### config.mk
export PLATFORM = sky130hd
export DESIGN_NAME = vga_sync_decoder
export DESIGN_NICKNAME = d
export VERILOG_FILES = /design/src/rtl/vga_sync_decoder_pkg.sv /design/src/rtl/vga_sync_decoder_edge.sv /design/src/rtl/vga_sync_decoder.sv
export SDC_FILE = /design/constraint.sdc
export NUM_CORES = 1
export LEC_CHECK = 0
export BUFFER_PORTS_ARGS = -buffer_cell sky130_fd_sc_hd__buf_2
export CORE_MARGIN = 8
export CORE_UTILIZATION = 57
export DETAILED_ROUTE_END_ITERATION = 6
export PLACE_DENSITY_LB_ADDON = 0.3
export SETUP_SLACK_MARGIN = 0.15
export SLEW_MARGIN = 20
export SYNTH_ARGS = -nofsm -noshare
export SYNTH_HDL_FRONTEND = slang
export SYNTH_SLANG_ARGS = --single-unit
### constraint.sdc
create_clock -name pclk -period 5.7 [get_ports pclk]
set_clock_uncertainty 0.2 [all_clocks]
set_input_delay 1.14 -clock pclk [delete_from_list [all_inputs] [get_ports pclk]]
set_output_delay 1.14 -clock pclk [all_outputs]
set_load 0.005 [all_outputs]
### src/rtl/vga_sync_decoder_pkg.sv
// Shared definitions for the VGA sync decoder: 1024x768@60 timing constants
// (the same numbers the vga_timing generator uses), decoder state encoding and
// a small wrapping-counter helper.
package vga_sync_decoder_pkg;

    // 1024x768@60, 65 MHz pixel clock
    localparam int VGA_H_TOTAL      = 1344;
    localparam int VGA_H_VISIBLE    = 1024;
    localparam int VGA_H_SYNC_START = 1048;
    localparam int VGA_V_TOTAL      = 806;
    localparam int VGA_V_VISIBLE    = 768;
    localparam int VGA_V_SYNC_START = 771;
    localparam int VGA_SYNC_POL     = 1;
    localparam int VGA_LOCK_LINES   = 4;

    localparam int CNT_W  = 11;
    localparam int TMO_W  = 12;
    localparam int LCNT_W = 4;

    localparam logic [7:0] ERR_CNT_MAX = 8'hFF;

    typedef enum logic [1:0] {
        ST_SEARCH = 2'd0,
        ST_HLOCK  = 2'd1,
        ST_LOCKED = 2'd2
    } dec_state_e;

    // Increment a position counter, wrapping to zero after the last value.
    function automatic logic [CNT_W-1:0] wrap_inc(input logic [CNT_W-1:0] val,
                                                  input logic [CNT_W-1:0] last);
        logic [CNT_W-1:0] res;
        if (val == last) begin
            res = 11'd0;
        end else begin
            res = val + 11'd1;
        end
        return res;
    endfunction

endpackage

### src/rtl/vga_sync_decoder_edge.sv
// Two-flop sync register with polarity normalisation and leading-edge pulse.
// History resets to the inactive level so a sync already active at reset
// release still produces an edge.
module sync_edge_det #(
    parameter logic SYNC_POL = 1'b1
) (
    input  logic clk,
    input  logic rst,
    input  logic sync_in,
    output logic lead_edge
);

    logic s1_q, s1_d;
    logic s2_q, s2_d;

    // Normalise to active-high and shift the sample history.
    always_comb begin
        s1_d = SYNC_POL ? sync_in : ~sync_in;
        s2_d = s1_q;
    end

    // Sample history registers.
    always_ff @(posedge clk or posedge rst) begin
        if (rst) begin
            s1_q <= 1'b0;
            s2_q <= 1'b0;
        end else begin
            s1_q <= s1_d;
            s2_q <= s2_d;
        end
    end

    assign lead_edge = s1_q & ~s2_q;

endmodule

### src/rtl/vga_sync_decoder.sv
// Receive-side VGA decoder: recovers pixel/line counters from hsync/vsync,
// tracks lock, flags misplaced or missing sync edges and re-times rgb to the
// recovered counters. Decisions are taken on the s1 sample; outputs appear a
// fixed 3 pclk after the pin sample.
module vga_sync_decoder
    import vga_sync_decoder_pkg::*;
#(
    parameter int H_TOTAL      = VGA_H_TOTAL,
    parameter int H_VISIBLE    = VGA_H_VISIBLE,
    parameter int H_SYNC_START = VGA_H_SYNC_START,
    parameter int V_TOTAL      = VGA_V_TOTAL,
    parameter int V_VISIBLE    = VGA_V_VISIBLE,
    parameter int V_SYNC_START = VGA_V_SYNC_START,
    parameter int SYNC_POL     = VGA_SYNC_POL,
    parameter int LOCK_LINES   = VGA_LOCK_LINES
) (
    input  logic        pclk,
    input  logic        rst,
    input  logic        hsync_in,
    input  logic        vsync_in,
    input  logic [11:0] rgb_in,
    output logic [10:0] hcount_out,
    output logic [10:0] vcount_out,
    output logic        hblnk_out,
    output logic        vblnk_out,
    output logic [11:0] rgb_out,
    output logic        pixel_valid,
    output logic        frame_start,
    output logic        locked,
    output logic        h_err,
    output logic        v_err,
    output logic [7:0]  err_cnt
);

    localparam logic [CNT_W-1:0]  H_LAST    = CNT_W'(H_TOTAL - 1);
    localparam logic [CNT_W-1:0]  H_SYNC    = CNT_W'(H_SYNC_START);
    localparam logic [CNT_W-1:0]  H_VIS     = CNT_W'(H_VISIBLE);
    localparam logic [CNT_W-1:0]  V_LAST    = CNT_W'(V_TOTAL - 1);
    localparam logic [CNT_W-1:0]  V_SYNC    = CNT_W'(V_SYNC_START);
    localparam logic [CNT_W-1:0]  V_VIS     = CNT_W'(V_VISIBLE);
    localparam logic [TMO_W-1:0]  TMO_LIMIT = TMO_W'(2 * H_TOTAL);
    localparam logic [LCNT_W-1:0] LOCK_LAST = LCNT_W'(LOCK_LINES - 1);

    // s1-stage edge pulses
    logic hs_edge_s, vs_edge_s;

    // decision-stage state (describes the sample now in s2)
    logic [CNT_W-1:0]  hcnt_q, hcnt_d;
    logic [CNT_W-1:0]  vcnt_q, vcnt_d;
    logic [TMO_W-1:0]  tmo_q, tmo_d;
    logic [LCNT_W-1:0] lock_cnt_q, lock_cnt_d;
    logic              v_seen_q, v_seen_d;
    dec_state_e        state_q, state_d, state_nx_s;
    logic              h_err_a_q, h_err_a_d;
    logic              v_err_a_q, v_err_a_d;
    logic [11:0]       rgb_s1_q, rgb_s1_d;
    logic [11:0]       rgb_s2_q, rgb_s2_d;

    // output stage
    logic [CNT_W-1:0] hcount_out_q, hcount_out_d;
    logic [CNT_W-1:0] vcount_out_q, vcount_out_d;
    logic             hblnk_q, hblnk_d;
    logic             vblnk_q, vblnk_d;
    logic [11:0]      rgb_out_q, rgb_out_d;
    logic             pixel_valid_q, pixel_valid_d;
    logic             frame_start_q, frame_start_d;
    logic             locked_q, locked_d;
    logic             h_err_q, h_err_d;
    logic             v_err_q, v_err_d;
    logic [7:0]       err_cnt_q, err_cnt_d;

    // prediction / classification helpers
    logic             h_wrap_s;
    logic [CNT_W-1:0] pred_h_s, pred_v_s;
    logic             h_at_sync_s, v_at_sync_s;
    logic             h_bad_s, v_bad_s;
    logic             timeout_s;
    logic             locked_a_s;

    sync_edge_det #(.SYNC_POL(SYNC_POL != 0)) u_hs_det (
        .clk       (pclk),
        .rst       (rst),
        .sync_in   (hsync_in),
        .lead_edge (hs_edge_s)
    );

    sync_edge_det #(.SYNC_POL(SYNC_POL != 0)) u_vs_det (
        .clk       (pclk),
        .rst       (rst),
        .sync_in   (vsync_in),
        .lead_edge (vs_edge_s)
    );

    // Free-run prediction, forcing on sync edges, and edge classification.
    always_comb begin
        h_wrap_s = (hcnt_q == H_LAST);
        pred_h_s = wrap_inc(hcnt_q, H_LAST);
        if (h_wrap_s) begin
            pred_v_s = wrap_inc(vcnt_q, V_LAST);
        end else begin
            pred_v_s = vcnt_q;
        end
        if (hs_edge_s) begin
            hcnt_d = H_SYNC;
        end else begin
            hcnt_d = pred_h_s;
        end
        if (vs_edge_s) begin
            vcnt_d = V_SYNC;
        end else begin
            vcnt_d = pred_v_s;
        end
        // vsync is expected to rise at the start of line V_SYNC_START
        h_at_sync_s = (pred_h_s == H_SYNC);
        v_at_sync_s = (pred_v_s == V_SYNC) && (pred_h_s == 11'd0);
        // misplaced edge or missing edge at the predicted position
        h_bad_s     = hs_edge_s ^ h_at_sync_s;
        v_bad_s     = vs_edge_s ^ v_at_sync_s;
        rgb_s1_d    = rgb_in;
        rgb_s2_d    = rgb_s1_q;
    end

    // hsync watchdog: fires once after 2*H_TOTAL samples without an edge.
    always_comb begin
        if (hs_edge_s) begin
            tmo_d     = 12'd0;
            timeout_s = 1'b0;
        end else if (tmo_q >= TMO_LIMIT) begin
            tmo_d     = tmo_q;
            timeout_s = 1'b0;
        end else begin
            tmo_d     = tmo_q + 12'd1;
            timeout_s = (tmo_q == (TMO_LIMIT - 12'd1));
        end
    end

    // Lock FSM next-state and error pulse generation.
    always_comb begin
        state_nx_s = state_q;
        state_d    = state_q;
        lock_cnt_d = lock_cnt_q;
        v_seen_d   = v_seen_q;
        h_err_a_d  = 1'b0;
        v_err_a_d  = 1'b0;
        case (state_q)
            ST_SEARCH: begin
                if (hs_edge_s) begin
                    if (!h_at_sync_s) begin
                        lock_cnt_d = 4'd1;
                    end else if (lock_cnt_q >= LOCK_LAST) begin
                        state_nx_s = ST_HLOCK;
                        lock_cnt_d = 4'd0;
                        v_seen_d   = 1'b0;
                    end else begin
                        lock_cnt_d = lock_cnt_q + 4'd1;
                    end
                end else if (h_at_sync_s) begin
                    lock_cnt_d = 4'd0;
                end else begin
                    lock_cnt_d = lock_cnt_q;
                end
            end
            ST_HLOCK: begin
                if (h_bad_s) begin
                    h_err_a_d  = 1'b1;
                    state_nx_s = ST_SEARCH;
                    lock_cnt_d = hs_edge_s ? 4'd1 : 4'd0;
                end else if (vs_edge_s) begin
                    // first edge only aligns vcount; a second matching one confirms it
                    if (v_seen_q && v_at_sync_s) begin
                        state_nx_s = ST_LOCKED;
                    end else begin
                        v_seen_d = 1'b1;
                    end
                end else begin
                    v_seen_d = v_seen_q;
                end
            end
            ST_LOCKED: begin
                if (h_bad_s) begin
                    h_err_a_d  = 1'b1;
                    state_nx_s = ST_SEARCH;
                    lock_cnt_d = hs_edge_s ? 4'd1 : 4'd0;
                end else if (v_bad_s) begin
                    v_err_a_d  = 1'b1;
                    state_nx_s = ST_HLOCK;
                    v_seen_d   = 1'b0;
                end else begin
                    state_nx_s = ST_LOCKED;
                end
            end
            default: begin
                state_nx_s = ST_SEARCH;
                lock_cnt_d = 4'd0;
                v_seen_d   = 1'b0;
            end
        endcase
        if (timeout_s) begin
            state_d    = ST_SEARCH;
            lock_cnt_d = 4'd0;
        end else begin
            state_d = state_nx_s;
        end
    end

    // Output stage: blanking, gated rgb, frame marker and error counter.
    always_comb begin
        locked_a_s    = (state_q == ST_LOCKED);
        hcount_out_d  = hcnt_q;
        vcount_out_d  = vcnt_q;
        hblnk_d       = (hcnt_q >= H_VIS);
        vblnk_d       = (vcnt_q >= V_VIS);
        pixel_valid_d = locked_a_s & ~hblnk_d & ~vblnk_d;
        if (pixel_valid_d) begin
            rgb_out_d = rgb_s2_q;
        end else begin
            rgb_out_d = 12'h000;
        end
        frame_start_d = locked_a_s && (hcnt_q == 11'd0) && (vcnt_q == 11'd0);
        locked_d      = locked_a_s;
        h_err_d       = h_err_a_q;
        v_err_d       = v_err_a_q;
        // simultaneous h and v errors count once
        if ((h_err_a_q || v_err_a_q) && (err_cnt_q != ERR_CNT_MAX)) begin
            err_cnt_d = err_cnt_q + 8'd1;
        end else begin
            err_cnt_d = err_cnt_q;
        end
    end

    // Decision-stage registers.
    always_ff @(posedge pclk or posedge rst) begin
        if (rst) begin
            hcnt_q     <= 11'd0;
            vcnt_q     <= 11'd0;
            tmo_q      <= 12'd0;
            lock_cnt_q <= 4'd0;
            v_seen_q   <= 1'b0;
            state_q    <= ST_SEARCH;
            h_err_a_q  <= 1'b0;
            v_err_a_q  <= 1'b0;
            rgb_s1_q   <= 12'h000;
            rgb_s2_q   <= 12'h000;
        end else begin
            hcnt_q     <= hcnt_d;
            vcnt_q     <= vcnt_d;
            tmo_q      <= tmo_d;
            lock_cnt_q <= lock_cnt_d;
            v_seen_q   <= v_seen_d;
            state_q    <= state_d;
            h_err_a_q  <= h_err_a_d;
            v_err_a_q  <= v_err_a_d;
            rgb_s1_q   <= rgb_s1_d;
            rgb_s2_q   <= rgb_s2_d;
        end
    end

    // Output registers.
    always_ff @(posedge pclk or posedge rst) begin
        if (rst) begin
            hcount_out_q  <= 11'd0;
            vcount_out_q  <= 11'd0;
            hblnk_q       <= 1'b0;
            vblnk_q       <= 1'b0;
            rgb_out_q     <= 12'h000;
            pixel_valid_q <= 1'b0;
            frame_start_q <= 1'b0;
            locked_q      <= 1'b0;
            h_err_q       <= 1'b0;
            v_err_q       <= 1'b0;
            err_cnt_q     <= 8'd0;
        end else begin
            hcount_out_q  <= hcount_out_d;
            vcount_out_q  <= vcount_out_d;
            hblnk_q       <= hblnk_d;
            vblnk_q       <= vblnk_d;
            rgb_out_q     <= rgb_out_d;
            pixel_valid_q <= pixel_valid_d;
            frame_start_q <= frame_start_d;
            locked_q      <= locked_d;
            h_err_q       <= h_err_d;
            v_err_q       <= v_err_d;
            err_cnt_q     <= err_cnt_d;
        end
    end

    assign hcount_out  = hcount_out_q;
    assign vcount_out  = vcount_out_q;
    assign hblnk_out   = hblnk_q;
    assign vblnk_out   = vblnk_q;
    assign rgb_out     = rgb_out_q;
    assign pixel_valid = pixel_valid_q;
    assign frame_start = frame_start_q;
    assign locked      = locked_q;
    assign h_err       = h_err_q;
    assign v_err       = v_err_q;
    assign err_cnt     = err_cnt_q;

endmodule
Word-level counts from Yosys, hierarchy flattened

Index checks and enable logic that the tools add are counted.
Widths: inputs -> output; s select.

Logic and storage cells: 124
Bits in registers: 120
Input port bits: 16

Magnitude comparators: 4
Reductions and logical operators: 14
Muxes and demuxes: 42
Bitwise logic cells: 10
Equality and inequality tests: 24
$add $sub $neg: 5

Operator list:

| operator              | count |
|---|---|
| $mux 11               | 5 |
| $mux 12               | 3 |
| $logic_not 11->1      | 3 |
| $mux 4                | 6 |
| $add 11x1->11 const B | 2 |
| $eq 11x10->1 const B  | 2 |
| $eq 11x11->1 const B  | 2 |
| $mux 2                | 9 |
| $mux 1                | 16 |
| $ne 2x2->1 const B    | 8 |
| $add 12x1->12 const B | 1 |
| $eq 12x12->1 const B  | 1 |
| $ge 12x12->1 const B  | 1 |
| $ne 4x4->1 const B    | 3 |
| $ge 11x10->1 const B  | 1 |
| $ge 11x11->1 const B  | 1 |
| $ne 3x3->1 const B    | 3 |
| $add 8x1->8 const B   | 1 |
| $ne 8x8->1 const B    | 1 |
| $pmux 4 s2            | 1 |
| $reduce_and 8->1      | 1 |
| $pmux 2 s3            | 1 |
| $logic_and 1x1->1     | 5 |
| $reduce_and 5->1      | 1 |
| other kinds (14)      | 21 |

Longest topological paths before layout

Depth after elaboration: 11
Depth in mapped cells: 15
Gate-level depth less buffers: 14

By module

A second synthesis with hierarchy kept.

Cell total of the unflattened synthesis: 438
Area total of the unflattened synthesis: 5,018.6 sq um

By module, submodules not included:

| module           | area an instance (sq um) | instances | cells each |
|---|---|---|---|
| vga_sync_decoder | 4,883.4                  | 1         | 430 |
| sync_edge_det    | 67.6                     | 2         | 4 |

Least setup slack after synthesis

OpenSTA, ideal clock, no wires.

Path kind: register -> register
From: register hcnt_q[0]
To: register state_q[0]
Arrival time: 3,456 ps
Slack: 1,958 ps
Required time: 5,413 ps
Path buffers: 1
Cell stages (with the launch flop): 15
Setup time: 87 ps
Cell sequence: dfrtp_1 > ha_1 > and4_1 > clkbuf_1 > or3_1 > o311a_1 > or2_2 > or3_1 > ha_1 > inv_1 > nand2_1 > a21o_1 > o211ai_1 > or4_1 > o211ai_1

Cells in the longest elaborated chain, start to end: 9
Elaborated cells between the ends (all ways): 20
Those cells by class: 1 x add/sub; 6 x eq/ne; 7 x mux; 2 x bitwise; 4 x reduce/logical

Ends and longest elaborated chain:

| what                                             | line                                                                           | RTL |
|---|---|---|
| start, declared                                  | vga_sync_decoder.sv:48                                                         | `logic [CNT_W-1:0] hcnt_q, hcnt_d;` |
| start signal, assigned                           | vga_sync_decoder.sv:245                                                        | `hcnt_q <= hcnt_d;` |
| $add 11x1->11 or $eq 11x11->1 (tied branches)    | vga_sync_decoder_pkg.sv:35, vga_sync_decoder_pkg.sv:32, vga_sync_decoder.sv:96 |  |
| $mux 11 (on tied branches)                       | vga_sync_decoder_pkg.sv:32, vga_sync_decoder.sv:98                             |  |
| $logic_not 11->1 or $eq 11x10->1 (tied branches) | vga_sync_decoder.sv:115                                                        | `v_at_sync_s = (pred_v_s == V_SYNC) && (pred_h_s == 11'd0);` |
| $logic_and 1x1->1                                | vga_sync_decoder.sv:115                                                        |  |
| $xor 1x1->1                                      | vga_sync_decoder.sv:118                                                        | `v_bad_s = vs_edge_s ^ v_at_sync_s;` |
| $mux 2                                           | vga_sync_decoder.sv:184                                                        | `end else if (v_bad_s) begin` |
| $mux 2                                           | vga_sync_decoder.sv:180                                                        | `if (h_bad_s) begin` |
| $pmux 2 s3                                       | vga_sync_decoder.sv:145                                                        | `case (state_q)` |
| $mux 2                                           | vga_sync_decoder.sv:198                                                        | `if (timeout_s) begin` |
| end signal, assigned                             | vga_sync_decoder.sv:250                                                        | `state_q <= state_d;` |
| end, declared                                    | vga_sync_decoder.sv:53                                                         | `dec_state_e state_q, state_d, state_nx_s;` |

Several ways; a longest one is shown, not always the timed one.
A chain may end at the register's enable or synchronous reset.

Final worst setup path

Same ends and word-level chain as after synthesis.

==> impl_results.md <==
* Status: finished clean
* DRT Pass-1 Iters at 5
* Share of layout cells above drive strength 1 at 21.1%
* Total grt overflow at 0
* Flop2flop setup slack at 1.62 ns
* Placed cells at 601
* CTS resizes at 0
* Yosys warns at 0
* Fin Hold WS at 0.147 ns
* Root Buffer: clkbuf_8
* Max VDD drop at 0.000236 V
* Clock Latency Late Sink at 0.51 ns
* Vias/cell at 5.59
* Yosys top cell area share at 59.9%
* Number of flops mapped to enable cells by yosys at 0
* IO Pins at 65
* First-pass GRT wire length at 17300 um
* Critical Path AT at 4.31 ns
* Hold Path Depth at 0
* Total setup buffers inserted after CTS at 0
* Net count, final at 543
* DRC viols at 0
* # hold bufs at CTS at 0
* Starting Density at 58.1%
* Die width at 110 um
* Final Critical Period at 4.08 ns
* DRT iter0 DRCs at 284
* Hold crit path type: reg2reg
* GR Util All Layers at 18.3%
* Largest net degree at the start of global routing at 84
* Diode count at 0
* R2R cell count at 13
* Vias in the first global route at 3513
* Vias at 3539
* Maximum buffer depth of the clock tree at 2
* Register area share after synthesis at 59.9%
* Synthesized area per cell at 11.3 um^2
* Rows at 34
* Crit start category: flop
* Mapped cell area at 0.00502 mm^2
* CP required at 5.92 ns
* Post-Layout Cell Count at 633
* Class of the most critical setup path: reg2reg
* Synth cell types at 58
* Clock-pin slew on the worst setup and hold paths at 0.06 ns
* Max FO, Critical Path at 9
* Critical R2R Capture: state_q[0]
* Primary FF master, synth: dfrtp_1
* Worst setup EP type: flop
* Post-Synthesis Cells at 444
* H-tree depth at 4
* Core area at 0.00864 mm^2
* Antenna Nets Post-Route at 0
* Total CTS buffers at 17
* Layout area overhead at 20.7%
* Die height at 110 um
* Port Buf Inserts at 64
* PwrDens at 419 mW/mm^2
* Avg WL per Cell at 16.4 um
* RSZ-0062 raised after global routing: no
* Die area at 0.0121 mm^2
* Post-DP HPWL at 6970 um
* Final Hold Fails at 0
* Hold Startpoint: rgb_s1_q[3]
* Post-synth top area cell: dfrtp_1
* Routed WL at 10400 um
* End of the worst hold path: rgb_s2_q[3]
* Fmax achieved at 0.245 GHz
* Tcrit/Tclk final at 71.6%
* Post-Syn Nets at 475
* Initial antenna violation count at 0
* Sum Neg Setup Slack at 0 ns
* Clk sinks at 120
* Post-synth ARST share at 100%
* Synth area leaders: dfrtp_1, ha_1, xnor2_1
* Max_cap viols at 0
* Setup violations, final at 0
* Routability Congestion at 0.907
* Worst slew pin tran at 0.964 ns
* Rel. slew slack at 35.7%
* Reg2reg start: hcnt_q[0]
* Synth Register Bits at 120
* Slew Limit Fails at 0
* Leak at 2.89 nW
* CTS tree: yes
## how the worst max path moves through the flow
| stage | from | to | slack (ns) | depth (start not counted) |
|---|---|---|---|---|
| CTS | hcnt_q[0] | state_q[0] | 1.63 | 13 |
| global placement | hcnt_q[0] | state_q[0] | 1.87 | 13 |
| detailed placement | hcnt_q[0] | state_q[0] | 1.65 | 13 |
| global route | hcnt_q[0] | state_q[0] | 1.33 | 13 |
| finish | hcnt_q[0] | state_q[0] | 1.62 | 13 |
| floorplan | rst | err_cnt[0] | 1.17 | 1 |
## critical path: stages, from the launching register on
cell      delay [ns]
dfrtp_1         0.44
ha_1            0.27
nand4_2         0.27
or3_1           0.43
o311a_1         0.16
or2_2           0.33
or3_1           0.41
ha_1            0.36
inv_1           0.09
nand2_1         0.15
a21o_1          0.10
o211ai_1        0.15
or4_1           0.54
o211ai_1        0.09
## state kept, by name, indices dropped and copies added (netlist names), 2 cells and up
signal,flops
rgb_s1_q,12
lock_cnt_q,4
vcount_out,11
hcnt_q,11
rgb_s2_q,12
vcnt_q,11
state_q,2
rgb_out,12
err_cnt,8
hcount_out,11
tmo_q,12
## layout by cell type (no fill, tap or decap), types with 2 or more instances in the layout
cell type / netlist / routed
or3_1: 9 / 9
ha_1: 15 / 15
a41oi_1: 2 / 2
o21a_1: 3 / 3
nor2_1: 37 / 37
nor2b_1: 3 / 3
clkbuf_8: 0 / 4
nand4b_1: 2 / 2
inv_1: 17 / 16
nor3_1: 9 / 9
and2_1: 17 / 17
nand4_2: 2 / 2
bufinv_16: 0 / 4
nand4_1: 12 / 12
nand2b_1: 5 / 5
and4b_1: 2 / 2
clkinv_4: 0 / 3
and4_1: 2 / 2
clkbuf_16: 0 / 16
inv_6: 0 / 4
nor4_1: 6 / 6
nor3b_1: 3 / 3
nand3_1: 16 / 16
xor2_1: 13 / 13
buf_4: 1 / 3
nand2_1: 35 / 35
o21ai_0: 16 / 16
and3_1: 11 / 11
nand3b_1: 2 / 2
o211ai_1: 2 / 2
a31oi_1: 5 / 5
xnor2_1: 17 / 17
a21oi_1: 16 / 16
dfrtp_1: 120 / 120
buf_2: 5 / 64
or4_1: 4 / 4
## metrics by stage
stage | worst slack, ns | power, mW | cell area [um^2] | utilization [%]
finish | 1.62 | 2.54 | 6050 | 70.1
global route | 1.33 | 2.66 | 6050 | 70.1
CTS | 1.63 | 2.55 | 6050 | 70.1
detailed placement | 1.65 | 1.41 | 5410 | 62.6
global placement | 1.87 | 1.39 | 5410 | 62.6
floorplan | 1.17 | 1.29 | 5020 | -
## synthesized netlist by cell type, types with 3 or more instances
cell      instances
dfrtp_1         120
nor2_1           37
nand2_1          35
and2_1           17
inv_1            17
xnor2_1          17
a21oi_1          16
nand3_1          16
o21ai_0          16
ha_1             15
xor2_1           13
nand4_1          12
and3_1           11
clkbuf_1          9
nor3_1            9
or3_1             9
nor4_1            6
a31oi_1           5
buf_2             5
nand2b_1          5
or4_1             4
nor2b_1           3
nor3b_1           3
o21a_1            3
## cell families after synthesis
logic type | synth area share [%]
adders and majority gates | 3.74
and+or+nand+nor | 20.0
xor gates and xnor gates | 5.24
AOI/OAI and AO/OA | 7.83
DFF | 59.9
buffers and inverters | 3.07
muxes | 0.224
## power by group
| group | leakage (nW) | switching [mW] | total (mW) | internal (mW) |
|---|---|---|---|---|
| sequential | 1.50 | 0.0822 | 1.02 | 0.937 |
| clock | 0.317 | 0.386 | 1.14 | 0.752 |
| combinational | 1.07 | 0.216 | 0.379 | 0.163 |
## routing by layer
layer / track usage [%] / up-vias / wire [um]
li1: - / 1675 / -
met1: 22.8 / 1730 / 4420
met2: 30.3 / 112 / 5270
met3: 4.10 / 22 / 542
met4: 7.62 / 0 / 161
met5: 0 / - / 0
## layout make-up
type	count	area [um^2]
fill	616	2580
timing repair buffer	67	343
clock buffer	20	455
tap	108	135
multi-input combinational	288	1860
clock inverter	12	186
inverter	18	70.1
sequential	120	3000
Note: power is estimated with default switching activity, not from simulation.
